--- config.mk ---
export PLATFORM = sky130hd
export DESIGN_NAME = mul4_arbiter
export DESIGN_NICKNAME = d
export VERILOG_FILES = /design/src/rtl/mul4_pkg.sv /design/src/rtl/mul4_core.sv /design/src/rtl/rr_grant.sv /design/src/rtl/mul4_arbiter.sv
export SDC_FILE = /design/constraint.sdc
export NUM_CORES = 1
export LEC_CHECK = 0
export ABC_AREA = 0
export CAP_MARGIN = 20
export CORE_UTILIZATION = 50
export CTS_CLUSTER_SIZE = 30
export DETAILED_ROUTE_END_ITERATION = 12
export PLACE_DENSITY = 0.81
export SLEW_MARGIN = 20
export SYNTH_ARGS = -nofsm -noshare
export SYNTH_HDL_FRONTEND = slang
export SYNTH_HIERARCHICAL = 1
export SYNTH_SLANG_ARGS = --single-unit
--- constraint.sdc ---
create_clock -name clk -period 4.3 [get_ports clk]
set_input_delay 1.075 -clock clk [delete_from_list [all_inputs] [get_ports clk]]
set_output_delay 1.075 -clock clk [all_outputs]
set_load 0.005 [all_outputs]
--- src/rtl/mul4_pkg.sv ---
// Shared types and widths for the shared 4x4 multiplier front-end.
package mul4_pkg;

  typedef enum logic [1:0] {
    IDLE = 2'd0,
    MUL  = 2'd1,
    RSP  = 2'd2
  } mul4_state_t;

  localparam int MUL_OP_W  = 4;
  localparam int MUL_P_W   = 8;
  localparam int OPS_CNT_W = 16;

endpackage

--- src/rtl/mul4_core.sv ---
// Unsigned 4x4 -> 8 multiplier built as a shift-and-add of partial products.
module mul4_core
  import mul4_pkg::*;
(
  input  logic [MUL_OP_W-1:0] i_a,
  input  logic [MUL_OP_W-1:0] i_b,
  output logic [MUL_P_W-1:0]  o_p
);

  always_comb begin
    o_p = '0;
    for (int k = 0; k < MUL_OP_W; k++) begin
      if (i_b[k]) o_p = o_p + (MUL_P_W'(i_a) << k);
    end
  end

endmodule

--- src/rtl/rr_grant.sv ---
// Combinational round-robin picker: first request at or after the pointer, wrapping modulo N_REQ.
module rr_grant #(
  parameter  int N_REQ = 4,
  localparam int IDW   = $clog2(N_REQ)
) (
  input  logic [N_REQ-1:0] i_req,
  input  logic [IDW-1:0]   i_ptr,
  output logic [N_REQ-1:0] o_gnt,
  output logic [IDW-1:0]   o_idx,
  output logic             o_any
);

  function automatic int wrap_add(input int base, input int off);
    int s;
    s = base + off;
    if (s >= N_REQ) s = s - N_REQ;
    return s;
  endfunction

  always_comb begin
    o_gnt = '0;
    o_idx = '0;
    o_any = 1'b0;
    for (int k = 0; k < N_REQ; k++) begin
      if (!o_any && i_req[wrap_add(int'(i_ptr), k)]) begin
        o_any                            = 1'b1;
        o_gnt[wrap_add(int'(i_ptr), k)] = 1'b1;
        o_idx                            = IDW'(wrap_add(int'(i_ptr), k));
      end
    end
  end

endmodule

--- src/rtl/mul4_arbiter.sv ---
// Round-robin front-end sharing one mul4_core among N_REQ requesters; one operation every 3 cycles at best.
module mul4_arbiter
  import mul4_pkg::*;
#(
  parameter  int N_REQ = 4,
  localparam int IDW   = $clog2(N_REQ)
) (
  input  logic                  clk,
  input  logic                  rst,
  input  logic [N_REQ-1:0]      req_valid,
  input  logic [4*N_REQ-1:0]    req_a,
  input  logic [4*N_REQ-1:0]    req_b,
  output logic [N_REQ-1:0]      req_ready,
  output logic                  rsp_valid,
  output logic [IDW-1:0]        rsp_id,
  output logic [MUL_P_W-1:0]    rsp_p,
  input  logic                  rsp_ready,
  output logic                  busy,
  output logic [OPS_CNT_W-1:0]  ops_done
);

  mul4_state_t           r_state;
  logic [IDW-1:0]        r_ptr;
  logic [MUL_OP_W-1:0]   r_a_p0;
  logic [MUL_OP_W-1:0]   r_b_p0;
  logic [IDW-1:0]        r_id_p0;
  logic [MUL_P_W-1:0]    r_p_p1;
  logic [IDW-1:0]        r_id_p1;
  logic                  r_vld_p1;
  logic                  r_busy;
  logic [OPS_CNT_W-1:0]  r_ops;

  logic [N_REQ-1:0]      w_gnt;
  logic [IDW-1:0]        w_idx;
  logic                  w_any;
  logic                  w_xfer;
  logic [IDW-1:0]        w_ptr_nxt;
  logic [MUL_OP_W-1:0]   w_sel_a;
  logic [MUL_OP_W-1:0]   w_sel_b;
  logic [MUL_P_W-1:0]    w_prod;

  rr_grant #(.N_REQ(N_REQ)) u_grant (
    .i_req (req_valid),
    .i_ptr (r_ptr),
    .o_gnt (w_gnt),
    .o_idx (w_idx),
    .o_any (w_any)
  );

  mul4_core u_core (
    .i_a (r_a_p0),
    .i_b (r_b_p0),
    .o_p (w_prod)
  );

  assign w_xfer    = (r_state == IDLE) && w_any;
  assign w_ptr_nxt = (w_idx == IDW'(N_REQ - 1)) ? '0 : w_idx + IDW'(1);
  assign w_sel_a   = req_a[int'(w_idx)*MUL_OP_W +: MUL_OP_W];
  assign w_sel_b   = req_b[int'(w_idx)*MUL_OP_W +: MUL_OP_W];

  // p0: operand capture on the grant edge; held only while the core evaluates them
  always_ff @(posedge clk) begin
    if (w_xfer) begin
      r_a_p0  <= w_sel_a;
      r_b_p0  <= w_sel_b;
      r_id_p0 <= w_idx;
    end
  end

  // p1: FSM, product/ID result register and completion counter
  always_ff @(posedge clk or posedge rst) begin
    if (rst) begin
      r_state  <= IDLE;
      r_ptr    <= '0;
      r_p_p1   <= '0;
      r_id_p1  <= '0;
      r_vld_p1 <= 1'b0;
      r_busy   <= 1'b0;
      r_ops    <= '0;
    end else begin
      case (r_state)
        IDLE: begin
          if (w_any) begin
            r_state <= MUL;
            r_busy  <= 1'b1;
            r_ptr   <= w_ptr_nxt;
          end
        end
        MUL: begin
          r_state  <= RSP;
          r_p_p1   <= w_prod;
          r_id_p1  <= r_id_p0;
          r_vld_p1 <= 1'b1;
        end
        RSP: begin
          if (rsp_ready) begin
            r_state  <= IDLE;
            r_vld_p1 <= 1'b0;
            r_busy   <= 1'b0;
            r_ops    <= r_ops + OPS_CNT_W'(1);
          end
        end
        default: begin
          r_state  <= IDLE;
          r_vld_p1 <= 1'b0;
          r_busy   <= 1'b0;
        end
      endcase
    end
  end

  assign req_ready = (r_state == IDLE) ? w_gnt : '0;
  assign rsp_valid = r_vld_p1;
  assign rsp_id    = r_id_p1;
  assign rsp_p     = r_p_p1;
  assign busy      = r_busy;
  assign ops_done  = r_ops;

endmodule

==> metrics.txt <==
hold_buf cts=0; Syn Inst Count=between 200 and 250; Sequential Area=approximately 0.0011 mm²; CP Max Fanout=5; worst min-delay path class=register to register; # port buffers=70; Static Leakage=between 0.0015 and 0.002 µW; Hold Vio Cnt, Final=0; sequential-to-total area share from yosys stat=38.2%; post-synthesis area per instance=about 12 µm²; Fmax achieved=between 200 and 250 MHz; Die ar.=0.00608 mm²; worst slew pin tran=approximately 480 ps; critical path launch point type=input pin; top cells by count, synth=dfrtp_1 (32), ha_1 (21), mux2_2 (17), nand2_1 (16), inv_1 (15); critical path's slowest cell=mux4_2; area grow syn2layout=32.6%; I/O Pins=71; CTS H-tree lvls=2; Max Cap Viol=0; Net Sw Frac=between 30% and 40%; Clock transition at path regs=80 ps; GRT Total Usage=between 20% and 30%; Clk Tree Root Cell=clkbuf_8; dpl hpwl=between 4 and 5 mm; Worst Skew=roughly 9.4 ps; synthesized cell area=about 0.0029 mm²; max-slew violations=0; chip width=between 70 and 80 µm; Starting Density=roughly 52%; clock sinks=42; relative max-transition margin=a little under 70%; die outline height=roughly 80 µm; Min Clock Period, post-route=4210 ps; combinational share of power=between 60% and 70%; ys flop type=dfrtp_1; part of the power in registers=24.6%; Synth async-reset ratio=between 70% and 80%; Worst EP required=about 3200 ps; Post-synth EDFFs=10; Setup CP Type=input pin to output port; multi-input logic area=between 0.0015 and 0.002 mm²; CP max stage delay=~510 ps; CTS tree=yes; most common cell in the synthesized netlist=dfrtp_1; Synth cell types=just over 50; area fraction of the dominant cell type after synthesis=between 20% and 30%; area leader, netlist=dfrtp_1; n_diodes=0; TritonCTS buffer count=5; R2R setup slack=between 300 and 400 ps; NetSw=approximately 1200 µW; vias post-DR=around 2200; initial antenna violation count=0; DRT antenna net count=0; Site Rows=27; grt ovf=0; Fillers=roughly 430; final period utilization=97.9%; Skew-Pair Late Insertion Delay=about 290 ps; drt pass-1 iters=4; global-route wire length before repair=a little over 10 mm; largest net degree at the start of global routing=27; Vias/cell=5.46; CTS Buffer Depth=2; Max IR drop VDD=approximately 440 µV; Synth area leaders=dfrtp_1 (28%), edfxtp_1 (10%), ha_1 (9.1%); DRC=0; total power=around 3000 µW; DR iter-0 viols=just over 50; Routed WL=between 5 and 6 mm; PD cells=about 800 mW/mm²; yosys warns=6; core area=0.00554 mm²; critical path arrival=approximately 3100 ps; layout cells sized above 1=roughly a fifth; WL/cell=between 10 and 15 µm; vias in the first global route=2204; run status=finished clean; P_int=1840 µW; Worst setup EP type=output port; syn nets=about 310; gpl congestion=a little over 0.8; nets=between 300 and 400; Yosys reg bits=42; final hold slack=470 ps; Final setup viols=0; Clk pwr share=9.4%; crit-path cells=dlygate4sd2_1 -> mux4_2 -> nor4b_4 -> a22oi_1 -> o21ai_0 -> and2_1 -> clkdlybuf4s50_1
[layer usage]
metal | share of wire [%] | track usage, % | vias up | wire length, µm
met5 | 0 | 0 | - | 0
met4 | 1.5 | 7.96 | 0 | 90
met3 | 2.6 | 3.29 | 8 | 155
met2 | 51 | 37.3 | 40 | 3020
met1 | 45 | 26.4 | 1075 | 2620
li1 | - | - | 1057 | -
[cell type report]
cell class,count,area share (%)
Timing Repair Buffer,82,20.5
Sequential cell,42,28.8
Multi-Input combinational cell,180,44.2
Tap cell,72,2.35
Clock buffer,7,2.55
Inverter,15,1.47
Clock inverter,1,0.164
[flip-flops by register name, indices dropped and copies added, names as in the netlist, 2 cells and up]
register	flops
rsp_p	8
r_ptr	2
ops_done	16
r_a_p0	4
r_b_p0	4
r_id_p0	2
rsp_id	2
r_state	2
[what timing repair did]
action / 4_1_cts / 5_1_grt
endpoints found under the hold margin: 0 / 0
pin swaps: 2 / 3
setup endpoints to repair: 4 / 4
gates resized for setup: 5 / 5
buffers inserted: 2 / 0
[power by group through the flow]
stage	combinational, µW	sequential, µW	clock [µW]
after floorplan	1450	745	0
after global placement	1920	754	0
after detailed placement	1980	761	0
after CTS	2010	753	294
after global routing	2260	777	311
final	2010	751	285
[critical path, delay by kind of cell]
kind                   cells  cell delay (ps)
buffers and inverters      2              760
multiplexers               1              510
AND/OR/NAND/NOR            2              580
AO/OA/AOI/OAI              2              210
[cells in the final DEF, fill, tap and decap left out, types with 2 or more instances in the layout]
cell type        count
edfxtp_1            10
clkbuf_8             5
inv_1               15
fa_1                 3
nand3_1              6
nand4_1              5
nor3_2               3
a21oi_1              6
buf_4               12
o31ai_1              2
ha_1                21
nor2b_1              2
mux4_2              11
mux2i_1              3
and2_1               8
nand2_1             16
o21ai_0              7
xnor2_1             11
and2b_2              2
mux2_2              17
dfrtp_1             32
dlygate4sd2_1        3
clkdlybuf4s50_1     65
a22oi_1              7
a21o_1               3
xor2_1              10
nor2_1               7
nor3_1               4
[per-stage QoR]
step / cells / setup WS, ps / utilization, % / TNS [ps] / instance area (µm²)
6_report: 399 / 88.5 / 69.1 / 0 / 3830
5_1_grt: 399 / -13.9 / 69.1 / -13.9 / 3830
4_1_cts: 399 / 102 / 69.0 / 0 / 3820
3_5_place_dp: 389 / -135 / 67.0 / -513 / 3710
3_3_place_gp: 389 / -67.7 / 67.0 / -258 / 3710
2_1_floorplan: 244 / 637 / - / 0 / 2890
[final timing paths]
kind | startpoint | cells after the start | endpoint
max | req_valid[0] | 7 | req_ready[3]
min | r_id_p0[0] | 1 | rsp_id[0]
max in group asynchronous | rst | 3 | r_ptr[1]
min reg2reg | r_id_p0[0] | 1 | rsp_id[0]
min in group asynchronous | rst | 2 | rsp_p[4]
max reg2reg | r_b_p0[0] | 18 | rsp_p[6]
[logic make-up after synthesis]
kind of cell               count (synthesis)  share of synthesized area [%]
AOI/OAI and AO/OA                         38                           9.24
xor gates and xnor gates                  21                           6.37
adders and majority gates                 25                           11.5
buffers and inverters                     22                           3.47
DFF                                       42                           38.2
muxes                                     33                           17.7
and+or+nand+nor                           63                           13.5
Power figures use the tool's default switching activity.
